## src/rtl/mem_access_stage_pkg.sv

```systemverilog
// Shared types for the memory-access stage: pipeline records, data-bus structs, FSM states.
// MEM_ALIGN_EXC_EN turns on address-alignment exceptions (AdEL/AdES) for word/half accesses.
package mem_access_stage_pkg;

`ifdef MEM_ALIGN_EXC_EN
  localparam logic ALIGN_EN = 1'b1;
`else
  localparam logic ALIGN_EN = 1'b0;
`endif

  localparam logic [5:0] OP_NOP   = 6'h00;
  localparam logic [5:0] OP_ADDIU = 6'h09;
  localparam logic [5:0] OP_LB    = 6'h20;
  localparam logic [5:0] OP_LH    = 6'h21;
  localparam logic [5:0] OP_LW    = 6'h23;
  localparam logic [5:0] OP_LBU   = 6'h24;
  localparam logic [5:0] OP_LHU   = 6'h25;
  localparam logic [5:0] OP_SB    = 6'h28;
  localparam logic [5:0] OP_SH    = 6'h29;
  localparam logic [5:0] OP_SW    = 6'h2b;

  localparam logic [4:0] EXC_ADEL = 5'd4;
  localparam logic [4:0] EXC_ADES = 5'd5;

  typedef enum logic [1:0] {MSIZE1 = 2'd0, MSIZE2 = 2'd1, MSIZE4 = 2'd2} msize_t;
  typedef enum logic [1:0] {IDLE, ADDR, DATA, DONE} mstate_t;

  typedef struct packed {
    logic [5:0]  opcode;
    logic [5:0]  funct;
    logic [4:0]  dstE;
    logic [4:0]  dstM;
    logic [31:0] valE;
    logic [31:0] valB;
    logic [4:0]  ExcCode;
  } plr_m;

  typedef struct packed {
    logic [5:0]  opcode;
    logic [5:0]  funct;
    logic [4:0]  dstE;
    logic [4:0]  dstM;
    logic [31:0] valE;
    logic [4:0]  ExcCode;
  } plr_w;

  typedef struct packed {
    logic        valid;
    logic [31:0] addr;
    msize_t      size;
    logic [3:0]  strobe;
    logic [31:0] data;
  } dbus_req_t;

  typedef struct packed {
    logic        addr_ok;
    logic        data_ok;
    logic [31:0] data;
  } dbus_resp_t;

  // All-zero record: opcode NOP, no destination, no exception.
  localparam plr_w PLR_W_BUBBLE = '0;

endpackage

```

## src/rtl/mem_access_stage_req_gen.sv

```systemverilog
// Combinational request decode: size, byte strobe, replicated store data and misalignment flag.
module mem_req_gen
  import mem_access_stage_pkg::*;
(
  input  logic [5:0]  opcode,
  input  logic [1:0]  addr_lo,
  input  logic [31:0] store_val,
  output logic        is_mem,
  output logic        is_load,
  output logic        misalign,
  output msize_t      size,
  output logic [3:0]  strobe,
  output logic [31:0] wdata
);

  always_comb begin
    is_mem   = 1'b1;
    is_load  = 1'b0;
    misalign = 1'b0;
    size     = MSIZE4;
    strobe   = 4'b0000;
    wdata    = store_val;
    case (opcode)
      OP_LW: begin
        is_load  = 1'b1;
        misalign = |addr_lo;
      end
      OP_LH, OP_LHU: begin
        is_load  = 1'b1;
        size     = MSIZE2;
        misalign = addr_lo[0];
      end
      OP_LB, OP_LBU: begin
        is_load = 1'b1;
        size    = MSIZE1;
      end
      OP_SW: begin
        strobe   = 4'b1111;
        misalign = |addr_lo;
      end
      OP_SH: begin
        size     = MSIZE2;
        strobe   = 4'b0011 << addr_lo;
        wdata    = {2{store_val[15:0]}};
        misalign = addr_lo[0];
      end
      OP_SB: begin
        size   = MSIZE1;
        strobe = 4'b0001 << addr_lo;
        wdata  = {4{store_val[7:0]}};
      end
      default: is_mem = 1'b0;
    endcase
  end

endmodule

```

## src/rtl/mem_access_stage.sv

```systemverilog
// Memory-access stage: issues data-bus requests, stalls upstream while outstanding, registers r_W.
// Alignment exceptions are built only with MEM_ALIGN_EXC_EN defined (see package).
module mem_access_stage
  import mem_access_stage_pkg::*;
(
  input  logic        clk,
  input  logic        resetn,
  input  plr_m        r_M,
  input  logic        m_valid,
  input  logic        flush,
  output dbus_req_t   dreq,
  input  dbus_resp_t  dresp,
  output logic        stallM,
  output plr_w        r_W,
  output logic [31:0] badvaddr
);

  mstate_t     state, state_n;
  logic        is_mem, is_load, misalign;
  msize_t      size;
  logic [3:0]  strobe;
  logic [31:0] wdata;
  logic        align_exc, go, req_v, load_w, kill_q, kill_n, bad_set;
  logic [4:0]  exc_code;
  plr_w        rec_w, wrec;

  // Load data is consumed by WriteBack straight off the bus.
  logic unused_rdata;
  assign unused_rdata = ^dresp.data;

  mem_req_gen u_req_gen (
    .opcode    (r_M.opcode),
    .addr_lo   (r_M.valE[1:0]),
    .store_val (r_M.valB),
    .is_mem    (is_mem),
    .is_load   (is_load),
    .misalign  (misalign),
    .size      (size),
    .strobe    (strobe),
    .wdata     (wdata)
  );

  assign align_exc = ALIGN_EN & is_mem & misalign;

  // Upstream exceptions take priority over the local alignment check.
  always_comb begin
    exc_code = 5'd0;
    if (r_M.ExcCode != 5'd0) exc_code = r_M.ExcCode;
    else if (align_exc)      exc_code = is_load ? EXC_ADEL : EXC_ADES;
  end

  assign go = m_valid & is_mem & (exc_code == 5'd0) & ~flush;

  always_comb begin
    rec_w = PLR_W_BUBBLE;
    if (m_valid && !flush) begin
      rec_w.opcode  = r_M.opcode;
      rec_w.funct   = r_M.funct;
      rec_w.dstE    = r_M.dstE;
      rec_w.dstM    = r_M.dstM;
      rec_w.valE    = r_M.valE;
      rec_w.ExcCode = exc_code;
    end
  end

  always_comb begin
    state_n = state;
    kill_n  = kill_q;
    req_v   = 1'b0;
    stallM  = 1'b0;
    load_w  = 1'b0;
    wrec    = rec_w;
    case (state)
      IDLE: begin
        kill_n = 1'b0;
        if (go) begin
          req_v  = 1'b1;
          stallM = 1'b1;
          if (dresp.addr_ok && dresp.data_ok) state_n = DONE;
          else if (dresp.addr_ok)             state_n = DATA;
          else                                state_n = ADDR;
        end else begin
          load_w = 1'b1;
        end
      end
      ADDR: begin
        stallM = 1'b1;
        if (flush) begin
          state_n = IDLE;
        end else begin
          req_v = 1'b1;
          if (dresp.addr_ok && dresp.data_ok) state_n = DONE;
          else if (dresp.addr_ok)             state_n = DATA;
        end
      end
      DATA: begin
        // An accepted request must complete; a flush here only kills the result.
        stallM = 1'b1;
        if (flush)         kill_n  = 1'b1;
        if (dresp.data_ok) state_n = DONE;
      end
      DONE: begin
        load_w  = 1'b1;
        state_n = IDLE;
        if (kill_q) wrec = PLR_W_BUBBLE;
      end
      default: state_n = IDLE;
    endcase
    if (!resetn) begin
      req_v  = 1'b0;
      stallM = 1'b0;
    end
  end

  always_comb begin
    dreq = '0;
    if (req_v) begin
      dreq.valid  = 1'b1;
      dreq.addr   = r_M.valE;
      dreq.size   = size;
      dreq.strobe = strobe;
      dreq.data   = wdata;
    end
  end

  assign bad_set = load_w && (state == IDLE) && m_valid && !flush &&
                   (r_M.ExcCode == 5'd0) && align_exc;

  always_ff @(posedge clk) begin
    if (!resetn) begin
      state    <= IDLE;
      kill_q   <= 1'b0;
      r_W      <= PLR_W_BUBBLE;
      badvaddr <= 32'd0;
    end else begin
      state  <= state_n;
      kill_q <= kill_n;
      if (load_w)  r_W      <= wrec;
      if (bad_set) badvaddr <= r_M.valE;
    end
  end

endmodule
```

## config.mk

```make
export PLATFORM = sky130hd
export DESIGN_NAME = mem_access_stage
export DESIGN_NICKNAME = d
export VERILOG_FILES = /design/src/rtl/mem_access_stage_pkg.sv /design/src/rtl/mem_access_stage_req_gen.sv /design/src/rtl/mem_access_stage.sv
export SDC_FILE = /design/constraint.sdc
export NUM_CORES = 1
export LEC_CHECK = 0
export ABC_AREA = 1
export BUFFER_PORTS_ARGS = -buffer_cell sky130_fd_sc_hd__buf_2
export CAP_MARGIN = 20
export CORE_MARGIN = 3
export CORE_UTILIZATION = 35
export DETAILED_ROUTE_END_ITERATION = 10
export GPL_TIMING_DRIVEN = 0
export PLACE_DENSITY = 0.73
export SLEW_MARGIN = 20
export SYNTH_ARGS = -nofsm -noshare
export SYNTH_HDL_FRONTEND = slang
export SYNTH_SLANG_ARGS = --single-unit
export TNS_END_PERCENT = 5
```

## constraint.sdc

```tcl
create_clock -name clk -period 1.65 [get_ports clk]
set_clock_uncertainty 0.1 [all_clocks]
set_input_delay 0.0825 -clock clk [delete_from_list [all_inputs] [get_ports clk]]
set_output_delay 0.0825 -clock clk [all_outputs]
set_load 0.01 [all_outputs]
```

==> results by group, run 1 <==
Placed design
  – Place WS: -0.597 ns
  – DP HPWL: 11.8 mm
  – IO buf count: 226
  – Final GP Congestion: 0.846

GRT
  – Overflow after GRT: 0
  – Number of global-route vias before repair: 4761
  – GR Util met2: 40.1%
  – GRT Total Usage: 22.6%
  – Met1 usage: 27.3%
  – Global-route wire length before repair: 23.7 mm
  – Most Crowded Layer GR: met2
  – Initial antenna violation count: 0
  – GR Layer Usage met3: 4.11%
  – Pin count of the biggest net entering global routing: 11

Logic synthesis
  – Adder-cell share of the synthesized area: 1.51%
  – Synth Area in Compound Gates: 11.3%
  – Ys flop type: dfxtp_1
  – Mux cell area share after synthesis: 0%
  – Area leader, netlist: dfxtp_1
  – Synth unique cells: 24
  – Synth area leaders: dfxtp_1 30%, nor2_1 14%, nand2_1 11%
  – Post-synth top cells: 152 x nor2_1, 123 x nand2_1, 84 x inv_1
  – Yosys warns: 0
  – Largest family of logic cells by synthesized area: simple AND/OR/NAND/NOR gates
  – Seq cells post-synth: 62
  – Count leader, synth: nor2_1
  – Area share of xor/xnor cells in the synthesized design: 0%
  – Post-Syn Area per Cell: 5.86 sq um
  – Area share of the largest cell type after synthesis: 29.9%
  – Post-Synth Simple-Gate Area: 37.9%
  – Cell Area, Synth: 4150 sq um
  – Mapped Cells: 708
  – Sequential fraction of the synthesis area: 29.9%
  – Post-synth ARST share: 0%
  – Post-synth EDFFs: 0

Critical path
  – CP delay by family, top: buffers and inverters
  – CP Data Required Time: 1.47 ns
  – Arr. time, crit path: 1.77 ns
  – CP Class: flip-flop to primary output
  – Crit-path cells: inv_4 > ha_4 > inv_4 > nor2_4 > inv_4 > nand2_8 > nand2_8 > clkbuf_16 > a21oi_4 > buf_2
  – Most Frequent Cell on Critical Path: inv_4
  – Worst R2R Start: state[1]$_SDFFE_PN0P_
  – WP buf/inv: 5
  – Worst Setup End Kind: primary output
  – Crit path depth: 10
  – FF-to-FF End: state[0]$_SDFFE_PN0P_
  – R2R setup slack: -0.18 ns
  – CP max-delay cell: dfxtp_2
  – CP Launch Type: flip-flop
  – Worst reg2reg path depth: 14
  – Max incr delay on CP: 0.34 ns
  – Crit path max fanout: 5

CTS
  – Worst skew pair latency: 0.32 ns
  – TritonCTS Buffers: 9
  – CTS tree: built
  – Clock Tree Buf Depth: 2
  – CTS H-Tree Depth: 3
  – Clk sink count: 62
  – Clock Tree Root: clkbuf_16
  – Clk slew on worst S/H paths: 0.05 ns

Route
  – Vias: 5374
  – Routed len/inst: 14.1 microns
  – Drt first-iter violations: 442
  – Post-route DRC: 0
  – DR vias/cell: 4.70
  – ANT nets after route: 0
  – Drt pass-1 iters: 6
  – WL final: 16.1 mm

STA
  – Slew @ Worst Pin: 0.998 ns
  – Max Fclk: 512 MHz
  – Min Tclk post-route: 1.95 ns
  – Final WS setup: -0.302 ns
  – Final period util: 118%
  – RSZ-0062 raised after global routing: true
  – Pins over their slew limit: 0
  – Final Hold Viols: 0
  – Setup TNS: -20.66 ns
  – Worst slew margin: 33.5%
  – Setup violators final: 130

Finish
  – Filler Cell Count: 1175
  – Multi-input logic area: 2430 sq um
  – Share of cells above drive strength 1: 36.4%
  – Register area: 1250 sq um
  – # diodes: 0
  – Final net count: 1130
  – Layout area overhead: 57.7%

Min path
  – Hold/Removal Path Class: input pin to flip-flop
  – Worst Hold End: r_W[40]$_SDFFE_PN0P_
  – Cell depth of the worst min-delay path: 5
  – Worst Min Path Start: r_M[72]

Die
  – Die height: 115 microns
  – Die ar.: 13200 sq um
  – Die X: 115 microns
  – Core Rows: 39
  – I/O Pins: 292
  – Initial Util: 36.0%
  – Core area: 11500 sq um

Status
  – Status: finished, violations left
  – Failing checks: setup timing

Power and ir drop
  – Static leakage: 3.79 nW
  – Pwr dens: 1330 nW/um^2
  – Peak supply drop: 0.000761 V

Job
  – Max Cap Viol: 0
metal layers:
layer	share of wire [%]	wire (microns)
met2	49	7940
met3	8.5	1360
met1	40	6400
met5	0	0
met4	2.4	394
cell families (layout without fill, tap and decap cells):
| logic type | after synthesis | in the layout |
|---|---|---|
| AO/OA/AOI/OAI | 92 | 92 |
| adder cells (fa/ha/maj) | 5 | 5 |
| other | 1 | 32 |
| flip-flops | 62 | 62 |
| AND/OR/NAND/NOR | 380 | 382 |
| buffers and inverters | 168 | 428 |
worst max-delay path by stage:
stage	slack, ns	start	end
6_report	-0.30	state[1]$_SDFFE_PN0P_	dreq[19]
5_1_grt	-0.36	state[1]$_SDFFE_PN0P_	dreq[19]
3_5_place_dp	-0.60	state[0]$_SDFFE_PN0P_	dreq[70]
4_1_cts	-0.29	state[0]$_SDFFE_PN0P_	dreq[19]
2_1_floorplan	-0.06	state[0]$_SDFFE_PN0P_	r_W[21]$_SDFFE_PN0P_
3_3_place_gp	-0.56	state[0]$_SDFFE_PN0P_	dreq[70]
worst min-delay path, stage by stage:
cell and delay, ns:
buf_2 0.07, nand3_1 0.06, nand3_1 0.08, nand2_1 0.05, nor2_1 0.07
area by class of cell:
| type | count | area share [%] |
|---|---|---|
| multi-input combinational | 511 | 37.1 |
| timing repair buffer | 244 | 21.2 |
| sequential | 62 | 19.0 |
| buffer | 83 | 10.3 |
| inverter | 85 | 5.05 |
| clock buffer | 13 | 3.98 |
| tap | 143 | 2.73 |
| clock inverter | 3 | 0.650 |
through the flow:
step	instances	total power [W]	utilization, %	cell area, sq um	hold slack (ns)
6_report	1144	0.00869	56.8	6540	0.0166
5_1_grt	1144	0.00945	56.8	6540	0.0467
4_1_cts	1137	0.00863	54.6	6280	0.0107
3_5_place_dp	1108	0.00642	48.5	5580	0.318
3_3_place_gp	1108	0.00637	48.5	5580	0.308
2_1_floorplan	739	0.00523	-	4270	0.150
what timing repair did:
item,in CTS,in global routing
endpoints found under the setup margin,131,128
pin swaps,6,8
hold buffers,0,0
resized for setup,84,39
setup buffers,10,2
hold endpoints to repair,0,0
cloned,3,5
state kept, by name (all words and copies together) (netlist names):
register and flops:
r_W 59, state 2, kill_q 1
cell usage in the layout (no fill, tap or decap), drive strengths merged:
cell type,count
nand2,128
dfxtp,62
clkinv,1
a31oi,1
nor3,17
bufinv,1
conb,32
ha,5
clkinvlp,2
clkbuf,40
nand4,1
inv,84
buf,300
nor2,154
o22ai,1
o2111ai,1
o21ai,27
a21oi,61
nand3,82
a211oi,1
report_power, final:
| part | switching, W | leakage (nW) | internal [W] |
|---|---|---|---|
| Sequential | 0.000173 | 0.510 | 0.00190 |
| Clock | 0.000665 | 0.146 | 0.00125 |
| Combinational | 0.00278 | 3.13 | 0.00193 |
No activity file was read; power rests on OpenSTA's default activity.
==> inputs of run 2 (changes only) <==
Settings changed: SKIP_CTS_REPAIR_TIMING from default to 1.
==> results by group, run 2 (synthesis results as in run 1) <==
Status
  – Status: finished, violations left
  – Failing checks: setup timing

Power and ir drop
  – Sw frac: 41.7%
  – Pint: 0.00502 W
  – Static leakage: 3.67 nW
  – Clk pwr share: 22.3%
  – Pwr dens: 1360 nW/um^2
  – P_sw: 0.00358 W
  – Peak supply drop: 0.000650 V
  – Logic gate share of total power: 53.5%
  – Flop pwr share: 24.2%
  – Pwr Total: 0.00860 W

STA
  – Pins over their slew limit: 0
  – Worst slew margin: 55.6%
  – Setup violators final: 74
  – Final WS setup: -0.306 ns
  – Slew @ Worst Pin: 0.666 ns
  – Final Hold Viols: 0
  – Max Fclk: 511 MHz
  – Final period util: 119%
  – Min Tclk post-route: 1.96 ns
  – RSZ-0062 raised after global routing: true

Finish
  – Layout area overhead: 52.2%
  – Top flop regs: r_W x59, state x2, kill_q x1
  – Post-Route Utilization: 54.8%
  – Max FFs per register: 59
  – Share of cells above drive strength 1: 36.9%
  – Final net count: 1115
  – Fin cells: 1129
  – Top register by number of flip-flops: r_W
  – Commonest non-fill, non-tap cell in the layout: buf_2
  – # diodes: 0
  – Finished Cell Area: 6310 sq um
  – Most frequent cells in the layout: 225 x buf_2, 135 x nor2_1, 120 x nand2_1

Die
  – Initial Util: 36.0%
  – Die ar.: 13200 sq um
  – Core Rows: 39
  – Die X: 115 microns
  – I/O Pins: 292
  – Die height: 115 microns
  – Core area: 11500 sq um

Placed design
  – Inst Count DP: 1108
  – Final GP Congestion: 0.846
  – Cell Area, Placed: 5580 sq um
  – DP HPWL: 11.8 mm
  – IO buf count: 226

CTS
  – CTS H-Tree Depth: 3
  – Clock Tree Buf Depth: 2
  – TritonCTS Buffers: 9
  – Worst skew pair latency: 0.32 ns
  – CTS tree: built
  – Clock Tree Root: clkbuf_16
  – Clk sink count: 62
  – Clk slew on worst S/H paths: 0.05 ns

Critical path
  – CP Class: flip-flop to primary output
  – CP Data Required Time: 1.47 ns
  – Worst Setup End Kind: primary output
  – Crit-path cells: inv_4 > ha_4 > inv_2 > nor2_4 > inv_2 > nand2_4 > nand2_4 > buf_6 > inv_1 > buf_4 > buf_2
  – Worst reg2reg path depth: 7
  – WP buf/inv: 7
  – Worst R2R Start: state[1]$_SDFFE_PN0P_
  – CP delay by family, top: buffers and inverters
  – Arr. time, crit path: 1.77 ns
  – Crit path max fanout: 10
  – CP Launch Type: flip-flop
  – R2R setup slack: -0.01 ns
  – CP max-delay cell: dfxtp_4
  – Max incr delay on CP: 0.38 ns
  – FF-to-FF End: r_W[31]$_SDFFE_PN0P_

GRT
  – GRT Total Usage: 21.6%
  – Overflow after GRT: 0
  – Number of global-route vias before repair: 4602
  – Global-route wire length before repair: 22.7 mm
  – Pin count of the biggest net entering global routing: 11
  – Initial antenna violation count: 0

Route
  – Drt first-iter violations: 415
  – Post-route DRC: 0
  – Routed len/inst: 13.7 microns
  – DR vias/cell: 4.67
  – WL final: 15.5 mm
  – ANT nets after route: 0
  – Vias: 5273
  – Drt pass-1 iters: 5

Min path
  – Hold/Removal Path Class: input pin to flip-flop
  – Worst Min Path Start: flush
  – Worst Hold End: kill_q$_SDFFE_PN0P_
  – Cell depth of the worst min-delay path: 3

Job
  – Max Cap Viol: 0
run 2: worst max path at each step:
stage,from,end,cells after the start
after floorplan,state[0]$_SDFFE_PN0P_,r_W[21]$_SDFFE_PN0P_,7
after global placement,state[0]$_SDFFE_PN0P_,dreq[70],9
after detailed placement,state[0]$_SDFFE_PN0P_,dreq[70],9
after CTS,state[0]$_SDFFE_PN0P_,dreq[70],9
after global routing,state[1]$_SDFFE_PN0P_,dreq[19],10
final,state[1]$_SDFFE_PN0P_,dreq[70],11
run 2: worst register-to-register path, cell delays in order, from the launching register on:
cell	delay, ns
dfxtp_4	0.38
ha_1	0.18
nand2_1	0.08
inv_1	0.11
clkbuf_1	0.42
nor3_1	0.12
nor2_1	0.13
nor2_1	0.05
run 2: stage by stage:
stage / hold slack [ns] / setup TNS (ns) / worst slack (ns)
floorplan: 0.150 / -0.957 / -0.0621
finish: 0.0151 / -18.44 / -0.306
global route: 0.0421 / -26.54 / -0.395
CTS: -0.0185 / -76.52 / -0.958
global placement: 0.308 / -48.68 / -0.560
detailed placement: 0.318 / -50.46 / -0.597
run 2: power groups by stage:
stage	Sequential (W)	Combinational [W]	Clock (W)
floorplan	0.00225	0.00298	0
global placement	0.00208	0.00429	0
detailed placement	0.00209	0.00433	0
CTS	0.00206	0.00433	0.00195
global route	0.00212	0.00521	0.00203
finish	0.00208	0.00460	0.00192
run 2: cell type report:
class	instances	area, sq um
Fill cell	1200	5200
Multi-Input combinational cell	510	2410
Sequential cell	62	1250
Timing Repair Buffer	230	1230
Buffer	83	616
Inverter	85	325
Clock buffer	13	260
Tap cell	143	179
Clock inverter	3	42.5
run 2: metal layers:
metal | up-vias | wire (microns) | part of all wire (%) | GRT usage (%)
li1 | 2692 | - | - | -
met1 | 2325 | 6230 | 40 | 26.2
met2 | 232 | 7630 | 49 | 38.5
met3 | 24 | 1280 | 8.3 | 4.21
met4 | 0 | 321 | 2.1 | 6.73
met5 | - | 0 | 0 | 0
==> inputs of run 3 (changes only) <==
Settings changed: PLACE_DENSITY 0.73 to 0.7.
Clock period 1.65 ns to 1.9 ns, I/O delays scaled along.
==> results by group, run 3 (synthesis results as in run 1) <==
Power and ir drop
  – Peak supply drop: 0.000482 V
  – Static leakage: 3.62 nW
  – Pwr dens: 1160 nW/um^2

Critical path
  – CP Launch Type: flip-flop
  – Worst Setup End Kind: primary output
  – Worst Setup SP: state[1]$_SDFFE_PN0P_
  – Crit path max fanout: 7
  – CP Class: flip-flop to primary output
  – CP Data Required Time: 1.70 ns
  – Worst R2R Start: state[0]$_SDFFE_PN0P_
  – Arr. time, crit path: 1.79 ns

Finish
  – Top flop regs: r_W x59, state x2, kill_q x1
  – Fin cells: 1131
  – Post-Route Utilization: 54.9%
  – Layout area overhead: 52.4%
  – Max FFs per register: 59
  – Most frequent cells in the layout: 230 x buf_2, 120 x nand2_1, 120 x nor2_1
  – Finished Cell Area: 6320 sq um
  – Share of cells above drive strength 1: 37.6%
  – Top register by number of flip-flops: r_W
  – Final net count: 1117
  – Commonest non-fill, non-tap cell in the layout: buf_2

STA
  – Slew @ Worst Pin: 0.860 ns
  – Pins over their slew limit: 0
  – Max Fclk: 504 MHz
  – RSZ-0062 raised after global routing: true
  – Setup violators final: 71
  – Setup TNS: -1.99 ns
  – Final period util: 104%
  – Final Hold Viols: 0
  – Final WS setup: -0.0844 ns
  – Min Tclk post-route: 1.98 ns
  – Worst slew margin: 42.7%
  – WHS: 0.0245 ns

Die
  – Die height: 115 microns
  – Core area: 11500 sq um
  – Initial Util: 36.0%
  – I/O Pins: 292
  – Core Rows: 39
  – Die X: 115 microns
  – Die ar.: 13200 sq um

Job
  – Max Cap Viol: 0

Status
  – Failing checks: setup timing
  – Status: finished, violations left

Placed design
  – Inst Count DP: 1108
  – Cell Area, Placed: 5570 sq um
  – Final GP Congestion: 0.890
  – IO buf count: 226
  – DP HPWL: 11.8 mm

GRT
  – Pin count of the biggest net entering global routing: 11
  – GRT Total Usage: 22.1%
  – Number of global-route vias before repair: 4558
  – Initial antenna violation count: 0
  – Global-route wire length before repair: 23.3 mm
  – Overflow after GRT: 0

CTS
  – Clk sink count: 62
  – Worst skew pair latency: 0.32 ns
  – Clock Tree Root: clkbuf_16
  – CTS tree: built
  – Clk slew on worst S/H paths: 0.05 ns
  – TritonCTS Buffers: 9
  – Clock Tree Buf Depth: 2
  – CTS H-Tree Depth: 3

Route
  – Vias: 5253
  – ANT nets after route: 0
  – DR vias/cell: 4.64
  – Drt first-iter violations: 372
  – Routed len/inst: 14.2 microns
  – WL final: 16.0 mm
  – Drt pass-1 iters: 6
  – Post-route DRC: 0

Min path
  – Hold/Removal Path Class: input pin to flip-flop
  – Worst Min Path Start: flush
==> run 3: path summary, 6_finish.rpt <==
path,cells past startpoint,slack [ns],endpoint
min,3,0.02,kill_q$_SDFFE_PN0P_
max reg2reg,8,0.15,r_W[17]$_SDFFE_PN0P_
min reg2reg,2,0.37,r_W[48]$_SDFFE_PN0P_
max,10,-0.08,dreq[5]
==> run 3: per-layer routing <==
layer	GRT usage [%]	vias up	part of all wire, %
met5	0	-	0
met4	6.26	0	1.9
met3	4.74	21	6.4
met2	35.5	182	47
met1	30.0	2352	44
li1	-	2698	-
==> run 3: per-stage QoR <==
step / total power, W / setup slack [ns]
finish: 0.00734 / -0.0844
global route: 0.00804 / -0.174
CTS: 0.00715 / -0.750
detailed placement: 0.00563 / -0.393
floorplan: 0.00452 / 0.104
global placement: 0.00558 / -0.435
==> run 3: critical path: stages (launching register included) <==
cell and delay (ns):
dfxtp_4 0.36, inv_4 0.07, ha_4 0.12, inv_2 0.03
nor2_4 0.10, inv_2 0.06, nand2_4 0.12, nand2_8 0.12
clkbuf_16 0.22, nor2_2 0.09, buf_2 0.15
==> run 3: final cells by class <==
class | count | area, sq um
timing repair buffer | 232 | 1260
sequential | 62 | 1250
antenna | 1 | 2.50
tap | 143 | 179
fill | 1248 | 5190
clock inverter | 4 | 22.5
multi-input combinational | 510 | 2450
clock buffer | 11 | 253
inverter | 85 | 325
buffer | 83 | 577
==> run 3: power by group <==
group / total (W) / switching (W) / internal (W)
Clock: 0.00151 / 0.000568 / 0.000938
Combinational: 0.00402 / 0.00246 / 0.00156
Sequential: 0.00181 / 0.000160 / 0.00165
